### src/rtl/otp_entry.sv
// Push-button OTP entry: per-button sync/debounce/edge detect feeding a cursor-based
// BCD digit editor that hands the finished code over with a valid/ack handshake.
module otp_entry #(
  parameter int unsigned DB_CYCLES = 250000
) (
  input  logic        clk,
  input  logic        rst,
  input  logic        btn_inc,
  input  logic        btn_next,
  input  logic        btn_clr,
  input  logic        btn_submit,
  input  logic        entry_en,
  input  logic        otp_ack,
  output logic [15:0] user_otp,
  output logic [1:0]  cursor,
  output logic        entering,
  output logic        otp_valid
);

  localparam int unsigned CW = (DB_CYCLES > 1) ? $clog2(DB_CYCLES) : 1;
  localparam logic [CW-1:0] CNT_MAX = CW'(DB_CYCLES - 1);

  typedef enum logic [1:0] {IDLE, ENTRY, SUBMIT} state_t;

  state_t        state;
  logic [3:0]    raw;
  logic [3:0]    sync1;
  logic [3:0]    sync2;
  logic [3:0]    level;
  logic [3:0]    level_q;
  logic [3:0]    ev;
  logic [CW-1:0] cnt [4];
  logic [3:0]    cur_dig;
  logic          ev_inc, ev_next, ev_clr, ev_submit;

  assign raw = {btn_submit, btn_clr, btn_next, btn_inc};

  // Bit order of raw/ev: 0=inc, 1=next, 2=clr, 3=submit
  always_ff @(posedge clk) begin
    if (rst) begin
      sync1   <= '0;
      sync2   <= '0;
      level   <= '0;
      level_q <= '0;
      for (int unsigned i = 0; i < 4; i++) cnt[i] <= '0;
    end else begin
      sync1   <= raw;
      sync2   <= sync1;
      level_q <= level;
      for (int unsigned i = 0; i < 4; i++) begin
        if (sync2[i] == level[i]) begin
          cnt[i] <= '0;
        end else if (cnt[i] == CNT_MAX) begin
          level[i] <= ~level[i];
          cnt[i]   <= '0;
        end else begin
          cnt[i] <= cnt[i] + CW'(1);
        end
      end
    end
  end

  assign ev        = level & ~level_q;
  assign ev_inc    = ev[0];
  assign ev_next   = ev[1];
  assign ev_clr    = ev[2];
  assign ev_submit = ev[3];

  assign cur_dig = user_otp[{cursor, 2'b00} +: 4];

  always_ff @(posedge clk) begin
    if (rst) begin
      state     <= IDLE;
      user_otp  <= '0;
      cursor    <= 2'd3;
      entering  <= 1'b0;
      otp_valid <= 1'b0;
    end else begin
      case (state)
        IDLE: begin
          if (entry_en) begin
            state    <= ENTRY;
            user_otp <= '0;
            cursor   <= 2'd3;
            entering <= 1'b1;
          end
        end
        ENTRY: begin
          if (!entry_en) begin
            state    <= IDLE;
            user_otp <= '0;
            cursor   <= 2'd3;
            entering <= 1'b0;
          end else if (ev_clr) begin
            user_otp <= '0;
            cursor   <= 2'd3;
          end else if (ev_submit) begin
            state     <= SUBMIT;
            entering  <= 1'b0;
            otp_valid <= 1'b1;
          end else if (ev_next) begin
            cursor <= cursor - 2'd1;
          end else if (ev_inc) begin
            user_otp[{cursor, 2'b00} +: 4] <= (cur_dig == 4'd9) ? 4'd0 : cur_dig + 4'd1;
          end
        end
        SUBMIT: begin
          if (!entry_en) begin
            state     <= IDLE;
            otp_valid <= 1'b0;
            user_otp  <= '0;
            cursor    <= 2'd3;
          end else if (otp_ack) begin
            state     <= ENTRY;
            otp_valid <= 1'b0;
            entering  <= 1'b1;
            user_otp  <= '0;
            cursor    <= 2'd3;
          end
        end
        default: begin
          state     <= IDLE;
          entering  <= 1'b0;
          otp_valid <= 1'b0;
        end
      endcase
    end
  end

endmodule
### config.mk
export PLATFORM = sky130hd
export DESIGN_NAME = otp_entry
export DESIGN_NICKNAME = d
export VERILOG_FILES = /design/src/rtl/otp_entry.sv
export SDC_FILE = /design/constraint.sdc
export NUM_CORES = 1
export LEC_CHECK = 0
export CAP_MARGIN = 20
export CORE_ASPECT_RATIO = 0.9
export CORE_MARGIN = 3
export CORE_UTILIZATION = 30
export CTS_CLUSTER_DIAMETER = 50
export DETAILED_ROUTE_END_ITERATION = 7
export PLACE_DENSITY = 0.46
export SETUP_SLACK_MARGIN = 0.4
export SYNTH_ARGS = -nofsm -noshare
export SYNTH_HDL_FRONTEND = slang
export SYNTH_SLANG_ARGS = --single-unit
### constraint.sdc
create_clock -name clk -period 2 [get_ports clk]
set_clock_uncertainty 0.15 [all_clocks]
set_input_delay 0.4 -clock clk [delete_from_list [all_inputs] [get_ports clk]]
set_output_delay 0.4 -clock clk [all_outputs]
set_load 0.02 [all_outputs]
==> impl_metrics.csv <==
group,metric,value,unit
setup_path,crit_chain,"mux4_2 > inv_2 > ha_4 > nor2_1 > a32o_2 > a32o_1",
placed_design,routabilityCongestion,0.883,
layout,fin_util,43.1,%
floorplan,ioPinCount,28,
setup_path,cp-start-kind,"register",
power_and_ir_drop,vdd_drop_max,0.000419,V
min_path,hold_path.class,"register to register",
power_and_ir_drop,finalPower,4720,µW
drt,route.detailed.drc,0,
layout,final_cell_mix,"buf_4 (74), edfxtp_1 (72), conb_1 (72)",
layout,antennaDiodeCount,0,
floorplan,num_rows,46,
global_routing,grt_pass1_wl,20800,µm
logic_synthesis,avgSynthCellArea,10.5,µm²
drt,drt_iter0_markers,230,
placed_design,place_ws,-0.387,ns
logic_synthesis,synth_warnings,0,
clock_network,cts_buffer_depth,2,
setup_path,cp_max_fo,5,
logic_synthesis,synth_edf_count,72,
setup_path,crit_type,"register to register",
floorplan,coreArea,0.0178,mm²
setup_path,rrSetupSlack,0.003,ns
logic_synthesis,synthFlopType,"edfxtp_1",
setup_path,path_buf_inv,1,
setup_path,cp_top_family,"multiplexers",
logic_synthesis,ys_seq_area_share,53.2,%
drt,antenna_left,0,
global_routing,antenna_found_initial,0,
setup_path,cp_data_arrival_time,2.09,ns
power_and_ir_drop,power.leakage,0.00291,µW
clock_network,clockRootBuffer,"clkbuf_16",
sta,finalSetupTns,0,ns
global_routing,overflow,0,
sta,fmax,0.501,GHz
logic_synthesis,synth_top_area_share,39.4,%
global_routing,first_global_vias,4162,
setup_path,crit_path_max_incr_delay,0.59,ns
drt,num_vias,4247,
clock_network,numCtsBuffers,9,
logic_synthesis,synth_cell_types,48,
floorplan,die_h,134,µm
logic_synthesis,synthTopCellsByArea,"edfxtp_1 (39%), dfxtp_1 (14%), xor2_1 (7.0%)",
clock_network,cts_tree,"done",
clock_network,htreeDepth,3,
sta,min_period_over_period,99.9,%
setup_path,slowest_stage,"mux4_2",
drt,firstDrtPassIters,4,
run_status,status,"complete, no violations",
drt,drt-vias-per-instance,4.48,
global_routing,grt_max_degree,18,
placed_design,dp_cells,894,
placed_design,port_buffers,27,
global_routing,grt_use_total,13.0,%
drt,wirelength,12700,µm
logic_synthesis,syn_inst,522,
layout,fin_cells,947,
clock_network,cts_hold_buf,0,
logic_synthesis,synth.largest_area_cell,"edfxtp_1",
clock_network,clk_latency,0.35,ns
layout,mostFrequentLayoutCell,"buf_4",
sta,min_period,2.00,ns
clock_network,cts_num_sinks,110,
floorplan,die_area,0.0200,mm²
power_and_ir_drop,power.density,617,mW/mm²
placed_design,dpl.hpwl,8680,µm
sta,finalSetupViolCount,0,
sta,hold_viol,0,
floorplan,die_w,149,µm
logic_synthesis,synth-seq-cells,110,
drt,wl_per_cell,13.4,µm
sta,rsz0062_at_grt,"yes",
setup_path,required,2.09,ns
sta,drv_slew,0,
logic_synthesis,netlist_area,0.00549,mm²
layout,layout.nets,720,
flow_run,maxCapViolations,0,
sta,setup_slack,0.00275,ns
layout,drive_above_1_share,33.1,%
setup_path,end_kind,"register",
clock_network,path_clk_slew,0.07,ns
layout,area_growth,39.5,%
logic_synthesis,async_reset_ff_share,0,%
floorplan,start_util,30.9,%
## what timing repair did
action / in CTS / in global routing
setup buffers: 18 / 11
setup endpoints to repair: 112 / 96
cloned: 8 / 0
resized for setup: 135 / 65
pin swaps: 51 / 38
## through the flow
step	hold slack (ns)	instance area, µm²
6_report	0.289	7660
5_1_grt	0.310	7660
4_1_cts	0.294	7370
3_5_place_dp	0.276	6720
3_3_place_gp	0.274	6720
2_1_floorplan	0.264	5900
## layout make-up
class,count,area (µm²)
fillers,1769,10100
multi-input cells,459,3220
flip-flops and latches,110,2940
repair buffers,106,827
clock buffers,15,300
well taps,240,300
inverters,16,60.1
clock inverters,1,8.76
## final timing paths
check                               start          end  cells after the start
worst max-delay path            cursor[0]  user_otp[3]                      6
worst min-delay path             sync1[2]     sync2[2]                      1
worst max register to register  cursor[0]  user_otp[3]                      6
worst min register to register   sync1[2]     sync2[2]                      1
## power by group
part | total [µW] | internal [µW] | leakage [µW] | switching, µW
registers | 2560 | 2490 | 0.00105 | 69.4
logic | 317 | 152 | 0.00171 | 165
clock network | 1850 | 1040 | 0.000150 | 811
total | 4720 | 3680 | 0.00291 | 1050
## state kept, by name, indices dropped and copies added, names as in the netlist
name and count:
level 4, user_otp 16, cursor 2, state 2
level_q 4, entering 1, sync1 4, cnt 72
otp_valid 1, sync2 4
## cell usage after synthesis, types with 3 or more instances
cell type and n:
a21oi_1 8, a22o_1 9, a32o_1 5, and3_1 11, and4_1 9, buf_2 9
clkbuf_1 5, dfxtp_1 38, edfxtp_1 72, ha_1 10, inv_1 15, mux2i_1 4
mux4_2 5, nand2_1 39, nand2b_1 3, nand3_1 25, nand3b_1 3, nand4_1 18
nor2_1 94, nor2b_1 22, nor3_1 8, nor4_1 5, nor4b_1 4, o21ai_0 6
or2_2 4, xnor2_1 26, xor2_1 44
## cell families after synthesis
kind of cell             synth area share, %
adder cells (fa/ha/maj)                 2.28
XOR/XNOR                                11.2
flip-flops                              53.2
buffers and inverters                   2.53
AND/OR/NAND/NOR                         22.9
AO/OA/AOI/OAI                           5.06
multiplexers                            2.78
other                                 0.0683
## per-layer routing
metal  GRT usage (%)  part of all wire (%)  vias up
met1            19.4                    52     2021
met5               0                     0        -
li1                -                     -     2141
met2            18.5                    42       73
met3            3.95                   4.3       12
met4            2.92                   1.1        0
Power figures use the tool's default switching activity.
